<file path="config.mk">
export PLATFORM = sky130hd
export DESIGN_NAME = time_set_ctrl
export DESIGN_NICKNAME = d
export VERILOG_FILES = /design/src/rtl/time_set_ctrl.sv
export SDC_FILE = /design/constraint.sdc
export NUM_CORES = 1
export LEC_CHECK = 0
export ABC_CLOCK_PERIOD_IN_PS = 3750
export CAP_MARGIN = 20
export CORE_UTILIZATION = 55
export CTS_CLUSTER_DIAMETER = 60
export DETAILED_ROUTE_END_ITERATION = 10
export PLACE_DENSITY = 0.87
export SKIP_LAST_GASP = 1
export SLEW_MARGIN = 20
export SYNTH_ARGS = -nofsm -noshare
export SYNTH_HDL_FRONTEND = slang
export SYNTH_SLANG_ARGS = --single-unit
</file>
<file path="constraint.sdc">
create_clock -name clk -period 3.75 [get_ports clk]
set_clock_uncertainty 0.05 [all_clocks]
set_input_delay 0.75 -clock clk [delete_from_list [all_inputs] [get_ports clk]]
set_output_delay 0.75 -clock clk [all_outputs]
set_load 0.1 [all_outputs]
</file>
<file path="src/rtl/time_set_ctrl.sv">
// Push-button time entry: debounces mode/inc/dec and edits a snapshot of the
// running HH:MM:SS time, emitting the result with a one-cycle load strobe.
module time_set_ctrl #(
    parameter int DEBOUNCE_CYCLES = 250000,
    parameter int DB_W            = 18
) (
    input  logic        clk,
    input  logic        reset,
    input  logic        mode_n,
    input  logic        inc_n,
    input  logic        dec_n,
    input  logic [23:0] time_in,
    output logic        set_active,
    output logic [1:0]  field_sel,
    output logic [23:0] time_out,
    output logic        load
);

    localparam logic [DB_W-1:0] DB_LAST = DB_W'(DEBOUNCE_CYCLES - 1);

    typedef enum logic [2:0] {IDLE, SET_H, SET_M, SET_S, COMMIT} state_t;

    logic [2:0] btn_raw_n;
    logic [2:0] btn_evt;

    assign btn_raw_n = {dec_n, inc_n, mode_n};

    // Bit 0 = mode, 1 = inc, 2 = dec. Buttons idle high.
    generate
        for (genvar gi = 0; gi < 3; gi++) begin : g_btn
            logic            sync1_reg;
            logic            sync2_reg;
            logic            db_reg;
            logic            db_d_reg;
            logic            press_reg;
            logic [DB_W-1:0] cnt_reg;

            always_ff @(posedge clk) begin
                if (reset) begin
                    sync1_reg <= 1'b1;
                    sync2_reg <= 1'b1;
                    db_reg    <= 1'b1;
                    db_d_reg  <= 1'b1;
                    press_reg <= 1'b0;
                    cnt_reg   <= '0;
                end else begin
                    sync1_reg <= btn_raw_n[gi];
                    sync2_reg <= sync1_reg;
                    if (sync2_reg == db_reg) begin
                        cnt_reg <= '0;
                    end else if (cnt_reg == DB_LAST) begin
                        db_reg  <= sync2_reg;
                        cnt_reg <= '0;
                    end else begin
                        cnt_reg <= cnt_reg + 1'b1;
                    end
                    db_d_reg  <= db_reg;
                    press_reg <= db_d_reg & ~db_reg;
                end
            end

            assign btn_evt[gi] = press_reg;
        end
    endgenerate

    // Mode beats inc/dec; inc together with dec cancels out.
    logic mode_evt, inc_evt, dec_evt;
    assign mode_evt = btn_evt[0];
    assign inc_evt  = btn_evt[1] & ~btn_evt[2] & ~mode_evt;
    assign dec_evt  = btn_evt[2] & ~btn_evt[1] & ~mode_evt;

    function automatic logic pair_valid(input logic [7:0] p, input logic [7:0] mx);
        return (p[3:0] <= 4'd9) &&
               ((p[7:4] < mx[7:4]) || ((p[7:4] == mx[7:4]) && (p[3:0] <= mx[3:0])));
    endfunction

    // Out-of-range pairs snap to 00 on inc and to the maximum on dec.
    function automatic logic [7:0] bcd_inc(input logic [7:0] p, input logic [7:0] mx);
        if (!pair_valid(p, mx) || p == mx)
            return 8'h00;
        else if (p[3:0] == 4'd9)
            return {p[7:4] + 4'd1, 4'h0};
        else
            return {p[7:4], p[3:0] + 4'd1};
    endfunction

    function automatic logic [7:0] bcd_dec(input logic [7:0] p, input logic [7:0] mx);
        if (!pair_valid(p, mx) || p == 8'h00)
            return mx;
        else if (p[3:0] == 4'd0)
            return {p[7:4] - 4'd1, 4'h9};
        else
            return {p[7:4], p[3:0] - 4'd1};
    endfunction

    state_t      state_reg;
    logic [23:0] time_reg;
    logic        load_reg;
    logic        active_reg;
    logic [1:0]  field_reg;

    logic [7:0] sel_pair;
    logic [7:0] sel_max;
    logic [7:0] edited_pair;

    always_comb begin
        sel_pair = time_reg[23:16];
        sel_max  = 8'h23;
        case (state_reg)
            SET_M: begin
                sel_pair = time_reg[15:8];
                sel_max  = 8'h59;
            end
            SET_S: begin
                sel_pair = time_reg[7:0];
                sel_max  = 8'h59;
            end
            default: begin
                sel_pair = time_reg[23:16];
                sel_max  = 8'h23;
            end
        endcase
        edited_pair = inc_evt ? bcd_inc(sel_pair, sel_max) : bcd_dec(sel_pair, sel_max);
    end

    always_ff @(posedge clk) begin
        if (reset) begin
            state_reg  <= IDLE;
            time_reg   <= '0;
            load_reg   <= 1'b0;
            active_reg <= 1'b0;
            field_reg  <= 2'd0;
        end else begin
            load_reg <= 1'b0;
            case (state_reg)
                IDLE: begin
                    if (mode_evt) begin
                        time_reg   <= time_in;
                        state_reg  <= SET_H;
                        field_reg  <= 2'd1;
                        active_reg <= 1'b1;
                    end
                end
                SET_H, SET_M, SET_S: begin
                    if (mode_evt) begin
                        case (state_reg)
                            SET_H: begin
                                state_reg <= SET_M;
                                field_reg <= 2'd2;
                            end
                            SET_M: begin
                                state_reg <= SET_S;
                                field_reg <= 2'd3;
                            end
                            default: begin
                                state_reg <= COMMIT;
                                field_reg <= 2'd0;
                                load_reg  <= 1'b1;
                            end
                        endcase
                    end else if (inc_evt || dec_evt) begin
                        case (state_reg)
                            SET_H:   time_reg[23:16] <= edited_pair;
                            SET_M:   time_reg[15:8]  <= edited_pair;
                            default: time_reg[7:0]   <= edited_pair;
                        endcase
                    end
                end
                COMMIT: begin
                    state_reg  <= IDLE;
                    active_reg <= 1'b0;
                    field_reg  <= 2'd0;
                end
                default: begin
                    state_reg  <= IDLE;
                    active_reg <= 1'b0;
                    field_reg  <= 2'd0;
                end
            endcase
        end
    end

    assign set_active = active_reg;
    assign field_sel  = field_reg;
    assign time_out   = time_reg;
    assign load       = load_reg;

endmodule

</file>
==> results of run 1 <==
[how the worst max path moves through the flow]
stage          depth (start not counted)          from            to
6_report                              12  state_reg[2]   time_out[6]
5_1_grt                               12  state_reg[2]   time_out[6]
4_1_cts                               12  state_reg[2]   time_out[6]
3_5_place_dp                          12  state_reg[2]   time_out[1]
3_3_place_gp                           7  state_reg[0]   time_out[1]
2_1_floorplan                         11   time_out[5]  time_out[17]
[synthesized netlist by cell type, drive strengths merged (3+ instances only)]
cell type / count / area share (%)
a211o: 6 / 1.1
nand3: 25 / 2.6
or2: 11 / 1.4
and2: 4 / 0.52
o31ai: 3 / 0.75
dfxtp: 98 / 40
a211oi: 9 / 1.4
xor2: 22 / 4.0
nand2: 33 / 2.6
nor4b: 7 / 1.3
mux2: 10 / 2.6
nor2b: 4 / 0.52
nand2b: 3 / 0.44
a21oi: 19 / 2.2
nand4: 8 / 1.0
mux2i: 9 / 1.9
inv: 18 / 1.4
nor4: 11 / 1.4
o41ai: 10 / 2.1
nor3: 9 / 0.93
nor2: 98 / 7.6
clkbuf: 17 / 1.3
buf: 9 / 1.2
xnor2: 33 / 6.0
ha: 7 / 1.8
and3: 17 / 2.2
o21ai: 13 / 1.3
nand3b: 11 / 1.7
or3: 10 / 1.3
nor3b: 3 / 0.46
o22ai: 6 / 0.77
[stage by stage]
step / area (um2) / total power [uW] / utilization (%)
after floorplan: 4850 / 1090 / -
after global placement: 5460 / 1120 / 65.1
after detailed placement: 5460 / 1120 / 65.1
after CTS: 5670 / 1840 / 67.6
after global routing: 5670 / 1890 / 67.7
final: 5670 / 1830 / 67.7
[cell families (layout without fill, tap and decap cells)]
logic type	after synthesis	after routing	synth area share, %
AND/OR/NAND/NOR	259	259	26.8
flip-flops	98	98	40.4
AO/OA/AOI/OAI	82	82	12.7
XOR/XNOR	55	55	9.93
buffers and inverters	44	96	3.92
multiplexers	19	19	4.41
adder cells (fa/ha/maj)	7	7	1.80
[metal layers]
metal | vias to the layer above | global-route usage, % | part of all wire, %
met5 | - | 0 | 0
met4 | 0 | 9.33 | 2.3
met3 | 27 | 5.69 | 6.3
met2 | 146 | 43.5 | 47
met1 | 2016 | 32.4 | 45
li1 | 2070 | - | -
[power breakdown]
group          internal [uW]  switching (uW)  leakage [uW]
clock                    321             404      0.000104
combinational           32.5            21.4       0.00104
sequential              1040            2.10      0.000791
[what timing repair did]
item / 4_1_cts / 5_1_grt
gates resized for setup: 0 / 3
endpoints found under the setup margin: 0 / 4
hold endpoints to repair: 0 / 0
[cells in the final DEF (no fill, tap or decap), types with 3 or more instances in the layout]
cell | synthesis | layout
ha_1 | 7 | 7
inv_1 | 17 | 17
a211o_1 | 6 | 6
nand2_1 | 33 | 33
dfxtp_1 | 98 | 97
and2_1 | 3 | 4
buf_4 | 2 | 8
mux2_2 | 6 | 6
o41ai_1 | 8 | 8
a21oi_1 | 18 | 18
o22ai_1 | 6 | 6
and3_1 | 17 | 17
xnor2_1 | 33 | 33
o21ai_0 | 12 | 12
mux2i_1 | 9 | 9
or2_2 | 11 | 11
xor2_1 | 22 | 22
mux2_4 | 3 | 3
nor4_1 | 11 | 11
a211oi_1 | 9 | 9
nand3_1 | 25 | 25
clkbuf_8 | 0 | 9
nand3b_1 | 11 | 11
nand4_1 | 8 | 8
nor4b_1 | 7 | 7
or3_1 | 10 | 10
nor3b_1 | 3 | 3
nor2_1 | 98 | 98
clkdlybuf4s50_1 | 0 | 53
nor3_1 | 9 | 9
nor2b_1 | 4 | 4
[final cells by class]
type                       instances  area [um2]
clock inverter                     7        87.6
fill                             710        2710
tap                              105         131
multi-input combinational        422        2700
sequential                        98        1960
clock buffer                       9         124
timing repair buffer              62         596
inverter                          18        68.8
[critical path: cells and delay by family (launching register included)]
| family | cells | cell delay (ps) |
|---|---|---|
| and+or+nand+nor | 4 | 850 |
| buffers and inverters | 2 | 410 |
| DFF | 1 | 460 |
| AOI/OAI and AO/OA | 5 | 1250 |
| adders and majority gates | 1 | 310 |
==> results by group, run 1 <==
Worst setup path
  – Crit end category: register
  – Setup crit start kind: register
  – WP data arrival: 3690 ps
  – Critical Path Max Stage Delay: 460 ps
  – CP Class: reg2reg
  – Slowest CP cell: dfxtp_2
  – CP cell instances: nand2b_2 > clkinv_2 > nor2_1 > a21o_1 > inv_1 > ha_1 > a211oi_1 > o31ai_1 > and2_1 > nor4b_1 > o311a_1 > o41ai_2
  – R2R depth: 12
  – Worst R2R End: time_out[6]
  – R2R setup slack: 290 ps
  – Critical path peak fanout: 19
  – CP required: 3980 ps
  – Origin of the critical flop-to-flop path: state_reg[2]

STA
  – Final setup violation count: 0
  – Worst-margin pin slew: 1060 ps
  – Fin crit share: 92.2%
  – Final hold violation count: 0
  – Maximum clock frequency: 289 MHz
  – Period minus WS final: 3460 ps
  – Unrepaired setup endpoints after global routing: false
  – Fin. max-slew vios: 0
  – Hold_ws: 358 ps
  – Setup TNS: 0 ps
  – Fin worst setup slack: 292 ps
  – Rel. slew slack: 28.6%

Yosys
  – Syn Nets: 600
  – EDFF count, synth: 0
  – Synthesized netlist cell count: 564
  – Avg Synthesized Cell Area: 8.61 um2
  – Warnings from Yosys: 0
  – Synth Flop Type: dfxtp_1
  – Post-Synthesis Cell Area: 4850 um2
  – Unique masters post-synth: 57
  – Seq/Total Area, Yosys: 40.4%
  – Share of flip-flops with an asynchronous set or reset: 0%
  – Flops & latches, synth: 98

Drt
  – Initial DRC count: 247
  – Vias per cell: 5.91
  – DRT antenna net count: 0
  – DRC: 0
  – Total Wirelength: 11500 um
  – Pre-antenna DRT Iters: 5
  – Avg WL per Cell: 15.9 um
  – Via count: 4259

Clocking
  – CTS root buf: clkbuf_8
  – Post-CTS Setup Inserts: 0
  – CTS tree: yes
  – Max clock buf depth: 2
  – CTS HTree Levels: 3
  – Clock latency on the worst-skew pair: 380 ps
  – Hold buffer count at cts: 0
  – Clock-pin slew on the worst setup and hold paths: 110 ps
  – CTS Sinks: 98
  – Num CTS Buffers: 9

Global routing
  – Number of global-route vias before repair: 3916
  – Grt total ovfl: 0
  – Initial antenna violation count: 0
  – Largest net degree at the start of global routing: 31
  – GR Util All Layers: 25.8%
  – First-pass GRT wire length: 18300 um

Outcome
  – Status: finished clean

Floorplan
  – Core Rows: 33
  – Initial Util: 57.9%
  – Core area: 8380 um2
  – Num ports: 57
  – Die Footprint: 9200 um2
  – Die X: 95.9 um
  – Die height: 95.9 um

Min path
  – Worst Hold Depth: 1
  – Hold Path End: g_btn[2].sync2_reg
  – Hold WC Path Type: reg2reg
  – Min-delay src: g_btn[2].sync1_reg

Placed design
  – DP HPWL: 8320 um
  – Port Buf Inserts: 56
  – Number of cells after detailed placement: 705
  – Routability cong.: 0.943
  – Pre-CTS WS: 322 ps

Finish
  – Max reg flops: 54
  – Layout Area Growth over Synthesis: 16.9%
  – Diodes inserted: 0
  – Fin nets: 647
  – Final std cells w/o fill: 721
  – Layout cells sized above 1: 9.25%

Power
  – PwrDens: 322 nW/um2
  – Leak: 0.00193 uW
  – IR drop worst, VDD: 210 uV

Run
  – Max-cap violations: 0
Note: power is estimated with default switching activity, not from simulation.
==> inputs of run 2 (changes only) <==
Settings changed: MAX_ROUTING_LAYER set to met4.
==> results by group, run 2 (same netlist as run 1, synthesis figures left out) <==
Power
  – Design Power: 1790 uW
  – Int Power: 1390 uW
  – Sequential fraction of design power: 58.5%
  – PwrDens: 316 nW/um2
  – IR drop worst, VDD: 258 uV
  – Net Sw Frac: 22.2%
  – Logic pwr share: 3.0%
  – Psw: 397 uW
  – Leak: 0.00194 uW
  – Clk network pwr share: 38.6%

Clocking
  – CTS root buf: clkbuf_8
  – Post-CTS Setup Inserts: 0
  – CTS HTree Levels: 3
  – Max clock buf depth: 2
  – Quantity of gates resized following cts: 0
  – Hold buffer count at cts: 0
  – CTS tree: yes
  – Clock latency on the worst-skew pair: 360 ps
  – Clock-pin slew on the worst setup and hold paths: 100 ps
  – Num CTS Buffers: 9
  – CTS Sinks: 98

Floorplan
  – Core Rows: 33
  – Die X: 95.9 um
  – Die height: 95.9 um
  – Initial Util: 57.9%
  – Core area: 8380 um2
  – Num ports: 57
  – Die Footprint: 9200 um2

STA
  – Period minus WS final: 3460 ps
  – Setup TNS: 0 ps
  – Final hold violation count: 0
  – Worst-margin pin slew: 1000 ps
  – Unrepaired setup endpoints after global routing: false
  – Fin crit share: 92.2%
  – Maximum clock frequency: 289 MHz
  – Fin. max-slew vios: 0
  – Rel. slew slack: 32.9%
  – Final setup violation count: 0

Worst setup path
  – Slowest CP cell: dfxtp_1
  – Delay-heaviest family, CP: compound AO/OA/AOI/OAI gates
  – Number of buffers and inverters on the critical path: 2
  – R2R setup slack: 290 ps
  – CP cell instances: nand2b_2 > clkinv_2 > nor2_1 > a21o_1 > inv_1 > ha_1 > a211oi_1 > o31ai_1 > and2_0 > nor4b_1 > o311a_1 > o41ai_2
  – CP Class: reg2reg
  – Crit end category: register
  – Critical Path Max Stage Delay: 440 ps
  – CP required: 3960 ps
  – Critical path peak fanout: 19
  – WP data arrival: 3670 ps
  – Setup crit start kind: register

Min path
  – Hold WC Path Type: reg2reg

Drt
  – Vias per cell: 5.89
  – Initial DRC count: 195
  – Pre-antenna DRT Iters: 5
  – DRC: 0
  – DRT antenna net count: 0
  – Via count: 4253
  – Avg WL per Cell: 15.8 um
  – Total Wirelength: 11400 um

Global routing
  – Largest net degree at the start of global routing: 32
  – First-pass GRT wire length: 18500 um
  – Grt total ovfl: 0
  – Initial antenna violation count: 0
  – Number of global-route vias before repair: 3882
  – GR Util All Layers: 26.5%

Finish
  – Max reg flops: 54
  – Layout Area Growth over Synthesis: 16.8%
  – Most frequent cells in the layout: 98 x nor2_1, 98 x dfxtp_1, 53 x clkdlybuf4s50_1
  – Layout cells sized above 1: 9.24%
  – Diodes inserted: 0
  – Fin nets: 648

Placed design
  – DP HPWL: 8200 um
  – Port Buf Inserts: 56
  – Routability cong.: 0.951

Outcome
  – Status: finished clean

Run
  – Max-cap violations: 0
## run 2: cell count changes in the layout (fill, tap and decap cells not counted), sizes merged
cell / previous run / this run
clkinvlp: 1 / 0
buf: 9 / 10
clkinv: 4 / 5
## run 2: final timing paths
path                     startpoint                  to  depth (start not counted)
hold reg to reg   g_btn[1].db_d_reg  g_btn[1].press_reg                          2
setup reg to reg       state_reg[1]        time_out[14]                         12
hold / removal    g_btn[1].db_d_reg  g_btn[1].press_reg                          2
setup / recovery       state_reg[1]        time_out[14]                         12
## run 2: worst reg2reg max path, delay by kind of cell, from the launching register on
kind	cells	cell delay, ps
compound gates	5	1250
fa+ha+maj	1	320
buf+inv	2	430
flops	1	440
simple gates	4	860
## run 2: routing by layer
layer	GRT usage, %	wire (um)	vias up	part of all wire [%]
met5	-	0	-	0
met4	8.33	221	0	1.9
met3	4.90	692	28	6.1
met2	43.3	5270	136	46
met1	33.3	5230	2003	46
li1	-	-	2086	-
## run 2: area by class of cell
class	instances	area [um2]
fillers	699	2710
clock buffers	9	124
repair buffers	63	603
well taps	105	131
inverters	18	68.8
clock inverters	7	77.6
flip-flops and latches	98	1960
multi-input cells	422	2700
## run 2: power groups by stage
| stage | Combinational [uW] | Sequential (uW) | Clock (uW) |
|---|---|---|---|
| final | 53.0 | 1050 | 690 |
| after global routing | 57.6 | 1050 | 746 |
| after CTS | 53.4 | 1050 | 708 |
| after detailed placement | 52.7 | 1070 | 0 |
| after global placement | 51.7 | 1070 | 0 |
| after floorplan | 20.4 | 1070 | 0 |
## run 2: stage by stage
step / cells / worst slack (ps) / hold WS, ps / cell area (um2) / util [%]
2_1_floorplan: 564 / 575 / 339 / 4850 / -
3_3_place_gp: 706 / 414 / 341 / 5470 / 65.2
5_1_grt: 722 / 35.2 / 378 / 5670 / 67.6
4_1_cts: 722 / 316 / 368 / 5670 / 67.6
3_5_place_dp: 706 / 333 / 347 / 5470 / 65.2
6_report: 722 / 292 / 363 / 5670 / 67.6
==> inputs of run 3 (changes only) <==
--- a/constraint.sdc
+++ b/constraint.sdc
@@ -4,2 +4,2 @@
 set_output_delay 0.75 -clock clk [all_outputs]
-set_load 0.1 [all_outputs]
+set_load 0.05 [all_outputs]
==> results by group, run 3 (same netlist as run 1, synthesis figures left out) <==
Outcome
  – Status: finished clean

Drt
  – DRC: 0
  – Initial DRC count: 160
  – Vias per cell: 5.76
  – DRT antenna net count: 0
  – Via count: 4161
  – Total Wirelength: 11200 um
  – Pre-antenna DRT Iters: 4
  – Avg WL per Cell: 15.5 um

STA
  – Unrepaired setup endpoints after global routing: false
  – Fin crit share: 91.8%
  – Fin. max-slew vios: 0
  – Worst-margin pin slew: 904 ps
  – Final setup violation count: 0
  – Maximum clock frequency: 290 MHz
  – Setup TNS: 0 ps
  – Fin worst setup slack: 306 ps
  – Final hold violation count: 0
  – Period minus WS final: 3440 ps
  – Rel. slew slack: 39.3%

Clocking
  – Hold buffer count at cts: 0
  – CTS HTree Levels: 3
  – Post-CTS Setup Inserts: 0
  – CTS Sinks: 98
  – Clock-pin slew on the worst setup and hold paths: 100 ps
  – Quantity of gates resized following cts: 0
  – Max clock buf depth: 2
  – Clock latency on the worst-skew pair: 360 ps
  – CTS tree: yes
  – Num CTS Buffers: 9
  – CTS root buf: clkbuf_8

Worst setup path
  – CP required: 3970 ps
  – WP data arrival: 3670 ps
  – R2R depth: 11
  – Critical path peak fanout: 19
  – Origin of the critical flop-to-flop path: state_reg[1]
  – Setup crit start kind: register
  – CP Class: reg2reg
  – Crit end category: register
  – R2R setup slack: 310 ps
  – Worst R2R End: time_out[14]

Power
  – Design Power: 1810 uW
  – IR drop worst, VDD: 280 uV
  – PwrDens: 318 nW/um2
  – Leak: 0.00194 uW

Min path
  – Hold WC Path Type: reg2reg
  – Hold Path End: g_btn[0].press_reg
  – Worst Hold Depth: 2
  – Min-delay src: g_btn[0].db_d_reg

Placed design
  – Port Buf Inserts: 56
  – DP HPWL: 8140 um
  – Pre-CTS WS: 357 ps
  – Routability cong.: 0.952

Finish
  – Fillers: 686
  – Layout Area Growth over Synthesis: 17.0%
  – Post-layout util: 67.7%
  – Most frequent cells in the layout: 98 x nor2_1, 98 x dfxtp_1, 55 x clkdlybuf4s50_1
  – Layout cells sized above 1: 8.91%
  – Fin nets: 648
  – Max reg flops: 54
  – Diodes inserted: 0

Global routing
  – First-pass GRT wire length: 18400 um
  – Initial antenna violation count: 0
  – Largest net degree at the start of global routing: 39
  – Number of global-route vias before repair: 3899
  – Grt total ovfl: 0
  – GR Util All Layers: 26.7%

Floorplan
  – Die height: 95.9 um
  – Initial Util: 57.9%
  – Num ports: 57
  – Die X: 95.9 um
  – Core Rows: 33
  – Die Footprint: 9200 um2
  – Core area: 8380 um2

Run
  – Max-cap violations: 0
## run 3: changes by cell type in the layout (fill, tap and decap cells not counted), sizes merged
cell / change
buf: -2
clkdlybuf4s50: +2
clkinv: -3
inv: +3
## run 3: layout make-up
| type | count | area (um2) | area share, % |
|---|---|---|---|
| Tap cell | 105 | 131 | 2.31 |
| Sequential cell | 98 | 1960 | 34.6 |
| Multi-Input combinational cell | 422 | 2700 | 47.6 |
| Clock inverter | 7 | 83.8 | 1.48 |
| Clock buffer | 9 | 124 | 2.18 |
| Timing Repair Buffer | 63 | 608 | 10.7 |
| Inverter | 18 | 67.6 | 1.19 |
## run 3: worst max path at each step
stage	startpoint	endpoint	slack [ps]
floorplan	state_reg[1]	time_out[14]	670
global placement	state_reg[0]	time_out[1]	410
detailed placement	state_reg[1]	time_out[1]	360
CTS	state_reg[1]	time_out[1]	350
global route	state_reg[1]	time_out[3]	40
finish	state_reg[1]	time_out[14]	310
## run 3: worst max-delay path, cell delays in order (launching register included)
cell and delay, ps:
dfxtp_1 550, nand2b_2 160, inv_2 340, a21o_1 250, inv_1 110, ha_1 320
a211oi_1 60, o31ai_1 320, and2_0 400, nor4b_1 110, o311a_1 380, o41ai_2 310
## run 3: metrics by stage
stage / cell area (um2) / hold slack, ps / instances
global route: 5680 / 381 / 722
CTS: 5680 / 364 / 722
global placement: 5470 / 342 / 706
floorplan: 4850 / 339 / 564
finish: 5680 / 364 / 722
detailed placement: 5470 / 347 / 706
## run 3: report_power, final
part	switching [uW]	internal [uW]	leakage (uW)	total [uW]
logic	20.2	32.5	0.00104	52.6
registers	1.92	1040	0.000791	1050
clock network	387	323	0.000108	710
total	409	1400	0.00194	1810
## run 3: routing by layer
metal / GRT usage, % / up-vias / wire (um)
li1: - / 2078 / -
met3: 5.77 / 24 / 644
met4: 8.96 / 0 / 169
met5: - / - / 0
met1: 33.4 / 1939 / 5140
met2: 42.7 / 120 / 5260
